`src/rtl/vga_sync_receiver_if.sv`:
```
// Incoming VGA stream plus the receiver's recovered-pixel and frame-status outputs.
// The video source holds the master modport; the receiver holds the slave modport.
interface vga_sync_receiver_if;
  logic        hsync;
  logic        vsync;
  logic        blank_b;
  logic [7:0]  red;
  logic [7:0]  green;
  logic [7:0]  blue;
  logic        rx_valid;
  logic [9:0]  rx_x;
  logic [9:0]  rx_y;
  logic [23:0] rx_rgb;
  logic [9:0]  line_period;
  logic [9:0]  frame_lines;
  logic [31:0] frame_sum;
  logic        frame_done;
  logic        locked;
  logic        err;

  modport master (
    output hsync, vsync, blank_b, red, green, blue,
    input  rx_valid, rx_x, rx_y, rx_rgb, line_period, frame_lines, frame_sum,
    input  frame_done, locked, err
  );

  modport slave (
    input  hsync, vsync, blank_b, red, green, blue,
    output rx_valid, rx_x, rx_y, rx_rgb, line_period, frame_lines, frame_sum,
    output frame_done, locked, err
  );
endinterface

```
`src/rtl/vga_sync_receiver.sv`:
```
// VGA stream receiver: recovers pixel coordinates, measures line/frame timing,
// sums RGB per frame and declares lock after consecutive conforming frames.
module vga_sync_receiver #(
  parameter int unsigned HMAX        = 800,
  parameter int unsigned VMAX        = 525,
  parameter int unsigned LOCK_FRAMES = 2
) (
  input logic                 vgaclk,
  input logic                 btn_reset_right,
  vga_sync_receiver_if.slave  vid
);

  localparam logic [9:0] HPeriod = 10'(HMAX);
  localparam logic [9:0] VLines  = 10'(VMAX);
  localparam logic [1:0] LockCnt = 2'(LOCK_FRAMES);
  localparam logic [9:0] CntMax  = 10'h3ff;

  typedef enum logic [1:0] {StSearch, StMeasure, StLocked} state_e;

  state_e      state_q;
  logic        s1_hsync, s1_vsync, s1_blank, s2_hsync, s2_vsync;
  logic [7:0]  s1_red, s1_green, s1_blue;
  logic [9:0]  hper_q, xcnt_q, ycnt_q, lcnt_q;
  logic        h_seen_q, line_act_q, fbad_q;
  logic [31:0] acc_q;
  logic [1:0]  good_q;
  logic        rx_valid_q, frame_done_q, locked_q, err_q;
  logic [9:0]  rx_x_q, rx_y_q, line_period_q, frame_lines_q;
  logic [23:0] rx_rgb_q;
  logic [31:0] frame_sum_q;
  logic        hs_edge, vs_edge, bad_line;

  assign hs_edge = s2_hsync & ~s1_hsync;
  assign vs_edge = s2_vsync & ~s1_vsync;
  // Wrong period on a seen line, or the period counter about to saturate (sync lost).
  assign bad_line = (hs_edge & h_seen_q & (hper_q != HPeriod)) |
                    (~hs_edge & (hper_q == CntMax - 10'd1));

  always_ff @(posedge vgaclk or posedge btn_reset_right) begin
    if (btn_reset_right) begin
      s1_hsync <= 1'b0;
      s1_vsync <= 1'b0;
      s1_blank <= 1'b0;
      s1_red   <= '0;
      s1_green <= '0;
      s1_blue  <= '0;
      s2_hsync <= 1'b0;
      s2_vsync <= 1'b0;
    end else begin
      s1_hsync <= vid.hsync;
      s1_vsync <= vid.vsync;
      s1_blank <= vid.blank_b;
      s1_red   <= vid.red;
      s1_green <= vid.green;
      s1_blue  <= vid.blue;
      s2_hsync <= s1_hsync;
      s2_vsync <= s1_vsync;
    end
  end

  always_ff @(posedge vgaclk or posedge btn_reset_right) begin
    if (btn_reset_right) begin
      hper_q        <= '0;
      xcnt_q        <= '0;
      ycnt_q        <= '0;
      lcnt_q        <= '0;
      h_seen_q      <= 1'b0;
      line_act_q    <= 1'b0;
      acc_q         <= '0;
      line_period_q <= '0;
      frame_lines_q <= '0;
      frame_sum_q   <= '0;
      frame_done_q  <= 1'b0;
      rx_valid_q    <= 1'b0;
      rx_x_q        <= '0;
      rx_y_q        <= '0;
      rx_rgb_q      <= '0;
    end else begin
      frame_done_q <= 1'b0;
      if (hs_edge) begin
        hper_q        <= 10'd1;
        line_period_q <= hper_q;
        h_seen_q      <= 1'b1;
        xcnt_q        <= '0;
        line_act_q    <= 1'b0;
      end else begin
        if (hper_q != CntMax) hper_q <= hper_q + 10'd1;
        if (s1_blank) begin
          xcnt_q     <= xcnt_q + 10'd1;
          line_act_q <= 1'b1;
        end
      end
      if (vs_edge) begin
        ycnt_q        <= '0;
        lcnt_q        <= '0;
        // A line ending in the same cycle still belongs to the closing frame.
        frame_lines_q <= (hs_edge && lcnt_q != CntMax) ? lcnt_q + 10'd1 : lcnt_q;
        frame_sum_q   <= acc_q;
        acc_q         <= '0;
        frame_done_q  <= 1'b1;
      end else begin
        if (hs_edge && line_act_q && ycnt_q != CntMax) ycnt_q <= ycnt_q + 10'd1;
        if (hs_edge && lcnt_q != CntMax) lcnt_q <= lcnt_q + 10'd1;
        if (s1_blank) acc_q <= acc_q + 32'(s1_red) + 32'(s1_green) + 32'(s1_blue);
      end
      rx_valid_q <= s1_blank & (state_q != StSearch);
      rx_x_q     <= xcnt_q;
      rx_y_q     <= ycnt_q;
      rx_rgb_q   <= {s1_red, s1_green, s1_blue};
    end
  end

  always_ff @(posedge vgaclk or posedge btn_reset_right) begin
    if (btn_reset_right) begin
      state_q  <= StSearch;
      good_q   <= '0;
      fbad_q   <= 1'b0;
      locked_q <= 1'b0;
      err_q    <= 1'b0;
    end else begin
      err_q <= 1'b0;
      case (state_q)
        StSearch: begin
          // The frame closed here started before we were listening; never graded.
          if (vs_edge) begin
            state_q <= StMeasure;
            good_q  <= '0;
            fbad_q  <= 1'b0;
          end
        end
        StMeasure: begin
          if (vs_edge) begin
            fbad_q <= 1'b0;
            if (!fbad_q && !bad_line && lcnt_q == VLines) begin
              good_q <= good_q + 2'd1;
              if (good_q + 2'd1 == LockCnt) begin
                state_q  <= StLocked;
                locked_q <= 1'b1;
              end
            end else begin
              good_q <= '0;
            end
          end else if (bad_line) begin
            fbad_q <= 1'b1;
          end
        end
        StLocked: begin
          if (bad_line || (vs_edge && lcnt_q != VLines)) begin
            state_q  <= StMeasure;
            good_q   <= '0;
            fbad_q   <= bad_line & ~vs_edge;
            locked_q <= 1'b0;
            err_q    <= 1'b1;
          end
        end
        default: begin
          state_q  <= StSearch;
          locked_q <= 1'b0;
        end
      endcase
    end
  end

  assign vid.rx_valid    = rx_valid_q;
  assign vid.rx_x        = rx_x_q;
  assign vid.rx_y        = rx_y_q;
  assign vid.rx_rgb      = rx_rgb_q;
  assign vid.line_period = line_period_q;
  assign vid.frame_lines = frame_lines_q;
  assign vid.frame_sum   = frame_sum_q;
  assign vid.frame_done  = frame_done_q;
  assign vid.locked      = locked_q;
  assign vid.err         = err_q;

endmodule
```
`src/flat_wrapper.sv`:
```
// flat-port wrapper written by rule: the top's interface ports become plain ports
module vga_sync_receiver_flat 
#(
  parameter int unsigned HMAX        = 800,
  parameter int unsigned VMAX        = 525,
  parameter int unsigned LOCK_FRAMES = 2
)
  (vgaclk, btn_reset_right, vid_hsync, vid_vsync, vid_blank_b, vid_red, vid_green, vid_blue, vid_rx_valid, vid_rx_x, vid_rx_y, vid_rx_rgb, vid_line_period, vid_frame_lines, vid_frame_sum, vid_frame_done, vid_locked, vid_err);
  vga_sync_receiver_if vid_i ();
  input logic vgaclk;
  input logic btn_reset_right;
  input wire logic [$bits(vid_i.hsync)-1:0] vid_hsync;
  input wire logic [$bits(vid_i.vsync)-1:0] vid_vsync;
  input wire logic [$bits(vid_i.blank_b)-1:0] vid_blank_b;
  input wire logic [$bits(vid_i.red)-1:0] vid_red;
  input wire logic [$bits(vid_i.green)-1:0] vid_green;
  input wire logic [$bits(vid_i.blue)-1:0] vid_blue;
  output wire logic [$bits(vid_i.rx_valid)-1:0] vid_rx_valid;
  output wire logic [$bits(vid_i.rx_x)-1:0] vid_rx_x;
  output wire logic [$bits(vid_i.rx_y)-1:0] vid_rx_y;
  output wire logic [$bits(vid_i.rx_rgb)-1:0] vid_rx_rgb;
  output wire logic [$bits(vid_i.line_period)-1:0] vid_line_period;
  output wire logic [$bits(vid_i.frame_lines)-1:0] vid_frame_lines;
  output wire logic [$bits(vid_i.frame_sum)-1:0] vid_frame_sum;
  output wire logic [$bits(vid_i.frame_done)-1:0] vid_frame_done;
  output wire logic [$bits(vid_i.locked)-1:0] vid_locked;
  output wire logic [$bits(vid_i.err)-1:0] vid_err;
  assign vid_i.hsync = vid_hsync;
  assign vid_i.vsync = vid_vsync;
  assign vid_i.blank_b = vid_blank_b;
  assign vid_i.red = vid_red;
  assign vid_i.green = vid_green;
  assign vid_i.blue = vid_blue;
  assign vid_rx_valid = vid_i.rx_valid;
  assign vid_rx_x = vid_i.rx_x;
  assign vid_rx_y = vid_i.rx_y;
  assign vid_rx_rgb = vid_i.rx_rgb;
  assign vid_line_period = vid_i.line_period;
  assign vid_frame_lines = vid_i.frame_lines;
  assign vid_frame_sum = vid_i.frame_sum;
  assign vid_frame_done = vid_i.frame_done;
  assign vid_locked = vid_i.locked;
  assign vid_err = vid_i.err;
  vga_sync_receiver #(.HMAX(HMAX), .VMAX(VMAX), .LOCK_FRAMES(LOCK_FRAMES)) u_core (.vgaclk(vgaclk), .btn_reset_right(btn_reset_right), .vid(vid_i));
endmodule
```
`config.mk`:
```
export PLATFORM = sky130hd
export DESIGN_NAME = vga_sync_receiver_flat
export DESIGN_NICKNAME = d
export VERILOG_FILES = /design/src/rtl/vga_sync_receiver_if.sv /design/src/rtl/vga_sync_receiver.sv /design/src/flat_wrapper.sv
export SDC_FILE = /design/constraint.sdc
export NUM_CORES = 1
export LEC_CHECK = 0
export ABC_CLOCK_PERIOD_IN_PS = 9230
export CAP_MARGIN = 15
export CORE_MARGIN = 4
export CORE_UTILIZATION = 46
export DETAILED_ROUTE_END_ITERATION = 12
export HOLD_SLACK_MARGIN = 0.1
export PLACE_DENSITY = 0.69
export SYNTH_ARGS = -nofsm -noshare
export SYNTH_HDL_FRONTEND = slang
export SYNTH_SLANG_ARGS = --single-unit
```
`constraint.sdc`:
```
create_clock -name vgaclk -period 9.23 [get_ports vgaclk]
set_input_delay 2.769 -clock vgaclk [delete_from_list [all_inputs] [get_ports vgaclk]]
set_output_delay 2.769 -clock vgaclk [all_outputs]
set_load 0.02 [all_outputs]
```
# After elaboration in Yosys (flattened, before gate mapping)
# Index checks and enable logic that the tools add are counted.
[totals]
output_inout_bits = 100
wordCells = 121
ff_bits = 208
[op_classes]
addsub = 8
eq_ne = 16
bitwise = 13
muxes = 36
n_reduce_logical = 20
[ops]
columns = ["op", "n"]
rows = [
  ["32-bit by 8-bit adder with 32-bit output", 3],
  ["10-bit 2-to-1 mux", 8],
  ["32-bit 2-to-1 mux", 2],
  ["10-bit != test, second input constant", 5],
  ["10-bit by 1-bit adder with 10-bit output, second input constant", 4],
  ["10-bit equality test, second input constant", 2],
  ["2-bit 2-to-1 mux", 9],
  ["1-bit 2-to-1 mux", 13],
  ["2-bit one-hot mux with 3 select lines", 2],
  ["2-bit by 1-bit != test with 1-bit output, second input constant", 5],
  ["5-bit AND reduction", 2],
  ["2-bit nonzero test", 5],
  ["4-bit AND reduction", 2],
  ["1-bit AND", 7],
  ["1-bit logical AND", 6],
  ["1-bit one-hot mux with 3 select lines", 2],
  ["1-bit inverter", 5],
  ["2-bit equality test, second input constant", 2],
  ["3-bit by 1-bit != test with 1-bit output, second input constant", 1],
  ["3-bit nonzero test", 1],
  ["2-bit by 1-bit adder with 2-bit output, second input constant", 1],
  ["2-bit by 1-bit equality test with 1-bit output, second input constant", 1],
  ["1-bit zero test", 2],
  ["2-bit zero test", 1],
  ["other kinds (2)", 2],
]

# Depth between registers and ports, before layout
[depth]
ltp_word = 11
ltp_mapped = 13

# Least setup slack after synthesis
# Ideal clock, no wire load.
[synth_timing]
kind = "reg-to-reg"
startpoint = "register u_core.acc_q[1]"
endpoint = "register u_core.acc_q[13]"
stages_incl_launch_ff = 14
t_arrival_ns = 3.231
required_time_ns = 9.098
slack_ns = 5.867
cell_sequence = "dfrtp_1 -> inv_1 -> fa_1 -> fa_1 -> inv_1 -> ha_1 -> fa_1 -> a21o_1 -> a41o_1 -> o211ai_1 -> clkbuf_1 -> a21boi_0 -> xnor2_1 -> nor2_1"
[synth_between]
elab_chain_cells = 5
[synth_lines]
columns = ["element", "line", "source"]
rows = [
  ["from (decl)", "vga_sync_receiver.sv:25", "logic [31:0] acc_q;"],
  ["from (signal assigned)", "vga_sync_receiver.sv:104", "if (s1_blank) acc_q <= acc_q + 32'(s1_red) + 32'(s1_green) + 32'(s1_blue);"],
  ["32-bit by 8-bit adder with 32-bit output (3 in a row)", "vga_sync_receiver.sv:104", ""],
  ["32-bit 2-to-1 mux", "vga_sync_receiver.sv:104", ""],
  ["32-bit 2-to-1 mux", "vga_sync_receiver.sv:93", "if (vs_edge) begin"],
]
# No other way between the ends. The select of a mux whose other input is x is not followed.
# A chain may end at the register's enable or synchronous reset.

==> out/results.tsv <==
stage	metric	value	unit
cells_and_area	most frequent cells in the layout	208 x dfrtp_1, 146 x nand2_1, 128 x clkdlybuf4s50_1	
cts	clk buf depth	3	
cells_and_area	Final Util	58.8	%
setup_path	CP required	9.74	ns
die	IO Count	129	
timing	RSZ-0062 raised after global routing	no	
synth	top cells by area, synth	dfrtp_1 59%, nand2_1 6.2%, fa_1 3.7%	
cells_and_area	area grow syn2layout	25.4	%
cts	Post-CTS Setup Bufs	0	
pwr	P_sw	0.881	mW
synth	average cell area after synthesis	10.7	µm²
cells_and_area	Final Cell Area	11000	µm²
place	placed instance area	10300	µm²
global_routing	vias in the first global route	6063	
synth	Ys Warns	0	
global_routing	first-pass GRT wire length	29300	µm
setup_path	Setup CP Type	primary input to async pin	
timing	Final min period	4.30	ns
synth	syn nets	888	
setup_path	Reg-to-Reg End	u_core.acc_q[31]$_DFFE_PP0P_	
timing	max frequency	0.233	GHz
cts	root buf cell	clkbuf_16	
routing	ANT nets after route	0	
die	Die Y	146	µm
synth	Async S/R FF share, synth	100	%
pwr	Leakage	5.13	nW
global_routing	Tot GR Track Use	16.1	%
status	status	complete, no violations	
cells_and_area	Layout Nets	1017	
cts	CTS clk-pin slew, worst paths	0.05	ns
cts	TritonCTS clock tree	yes	
pwr	Peak supply drop	0.000194	V
setup_path	worst reg2reg path depth	12	
synth	Post-Syn Area	8770	µm²
timing	Relative slew margins	38.1	%
pwr	pwr/cell area	249	nW/µm²
setup_path	FF-to-FF Start	u_core.acc_q[1]$_DFFE_PP0P_	
pwr	Sw Ratio	32.1	%
routing	final wirelength	17000	µm
global_routing	pin count of the biggest net entering global routing	138	
timing	Fin. Hold Viols	0	
synth	area leader, netlist	dfrtp_1	
pwr	overall power	2.74	mW
timing	final period utilization	46.6	%
place	Place WS	4.27	ns
global_routing	initial antenna violation count	0	
cts	H-Tree Level Count	1	
die	Initial Util	46.9	%
cells_and_area	diode count	0	
timing	clock skew	0.00882	ns
synth	sequential fraction of the synthesis area	59.3	%
synth	Most used DFF post-synth	dfrtp_1	
place	dpl hpwl	11100	µm
synth	Cells after Synth	820	
die	core area	18700	µm²
pwr	combinational share of power	29.3	%
timing	Worst Tran Pin Value	0.925	ns
synth	Post-synth EDFFs	0	
routing	drt drc	0	
global_routing	grt total ovfl	0	
synth	Yosys reg bits	208	
timing	Worst Slack Setup Final	4.93	ns
synth	top-area cell type share of the netlist area	59.3	%
cts	Inserted Clock Buffers	23	
setup_path	Worst Setup SP	btn_reset_right	
timing	Slew Limit Fails	0	
flow_run	Max Cap Viol	0	
routing	detailed-route via count	5996	
cts	Post-CTS Hold Fix Bufs	0	
timing	setup TNS	0	ns
place	IO Port Bufs	128	
min_path	hold crit path type	flip-flop to flip-flop	
synth	Yosys cell types	54	
cts	worst skew pair latency	0.50	ns
setup_path	CP endpoint	u_core.lcnt_q[4]$_DFF_PP0_	
setup_path	r2r setup slk	5.20	ns
cells_and_area	layout cells sized above 1	5.80	%
pwr	Internal Power	1.86	mW
die	FP Rows	50	
pwr	Clk pwr share	31.1	%
timing	Setup Viol. Count Final	0	
pwr	Flop pwr share	39.6	%
cts	CTS sink count	208	
die	Chip Width	146	µm
setup_path	startpoint types	primary input	
place	RD Place Congestion	0.798	
setup_path	Max Fanout on Critical Path	137	
die	die footprint	21300	µm²
cells_and_area	most common cell after layout, fill and taps aside	dfrtp_1	
setup_path	Arr. time, crit path	4.80	ns
routing	post-DR vias/cell	5.00	
routing	post-DR wirelength/cell	14.2	µm
setup_path	Crit. End Element	async pin	
cts	post-cts resize count	0	
routing	DRT Pass-1 Iters	4	
routing	First DRT Iteration DRCs	346	
[layout make-up]
cell class,count,area [µm²]
fillers,1533,7700
flip-flops and latches,208,5200
multi-input cells,521,3220
repair buffers,133,1320
clock buffers,34,677
well taps,234,293
inverters,62,240
clock inverters,8,47.5
[layer usage]
metal / part of all wire, % / routed length (µm) / GRT usage [%]
met5: 0 / 0 / 0
met4: 1.8 / 303 / 4.09
met3: 4.6 / 782 / 3.29
met2: 48 / 8230 / 26.9
met1: 45 / 7680 / 21.9
[Yosys cell counts (all sizes together) (3+ instances only)]
cell type and count:
o21ai 37, nor2 82, o211ai 5, a21oi 26, xor2 21, xnor2 29, mux2i 9, a211oi 5
a21boi 3, inv 62, ha 23, and3 7, nand2 147, nor3 14, clkbuf 27, dfrtp 208
a31oi 3, fa 16, or3 8, o31ai 3, nand4 21, and2 3, nand2b 4, nand3 14
nor4 7, o2111ai 3, a21o 5
[stage by stage]
| stage | cells | hold WS [ns] |
|---|---|---|
| after floorplan | 820 | 0.346 |
| after CTS | 1199 | 0.373 |
| after global routing | 1200 | 0.379 |
| final | 1200 | 0.370 |
| after global placement | 1157 | 0.356 |
| after detailed placement | 1157 | 0.362 |
[worst min path at each step]
stage	slack (ns)	depth (start not counted)	startpoint	to
floorplan	0.35	0	u_core.s1_vsync$_DFF_PP0_	u_core.s2_vsync$_DFF_PP0_
global placement	0.36	0	u_core.s1_vsync$_DFF_PP0_	u_core.s2_vsync$_DFF_PP0_
detailed placement	0.36	0	u_core.s1_red[7]$_DFF_PP0_	u_core.vid.rx_rgb[23]$_DFF_PP0_
CTS	0.37	0	u_core.s1_green[6]$_DFF_PP0_	u_core.vid.rx_rgb[14]$_DFF_PP0_
global route	0.38	0	u_core.s1_green[6]$_DFF_PP0_	u_core.vid.rx_rgb[14]$_DFF_PP0_
finish	0.37	0	u_core.s1_red[6]$_DFF_PP0_	u_core.vid.rx_rgb[22]$_DFF_PP0_
[critical path, cell delays in order]
cell	delay, ns
clkdlybuf4s50_1	0.49
inv_8	0.61
buf_4	0.83
[registers in the layout, indices dropped and copies added, names as in the netlist, 2 cells and up]
signal                  cells
u_core.vid.rx_y            10
u_core.good_q               2
u_core.s1_blue              8
u_core.vid.rx_rgb          24
u_core.vid.rx_x            10
u_core.s1_green             8
u_core.vid.frame_sum       32
u_core.s1_red               8
u_core.ycnt_q              10
u_core.state_q              2
u_core.vid.frame_lines     10
u_core.xcnt_q              10
u_core.lcnt_q              10
u_core.vid.line_period     10
u_core.acc_q               32
u_core.hper_q              10
[logic make-up after synthesis]
logic type	count (synthesis)	synth area share [%]
adder cells (fa/ha/maj)	39	6.93
flip-flops	208	59.3
buffers and inverters	91	3.98
XOR/XNOR	50	4.99
AND/OR/NAND/NOR	320	16.3
AO/OA/AOI/OAI	103	7.42
multiplexers	9	1.03
[power groups by stage]
stage / Clock (mW) / Sequential (mW) / Combinational, mW
global route: 0.918 / 1.10 / 0.911
finish: 0.852 / 1.08 / 0.802
floorplan: 0 / 1.13 / 0.527
global placement: 0 / 1.10 / 0.780
CTS: 0.883 / 1.09 / 0.803
detailed placement: 0 / 1.10 / 0.797
Note: power is estimated with default switching activity, not from simulation.
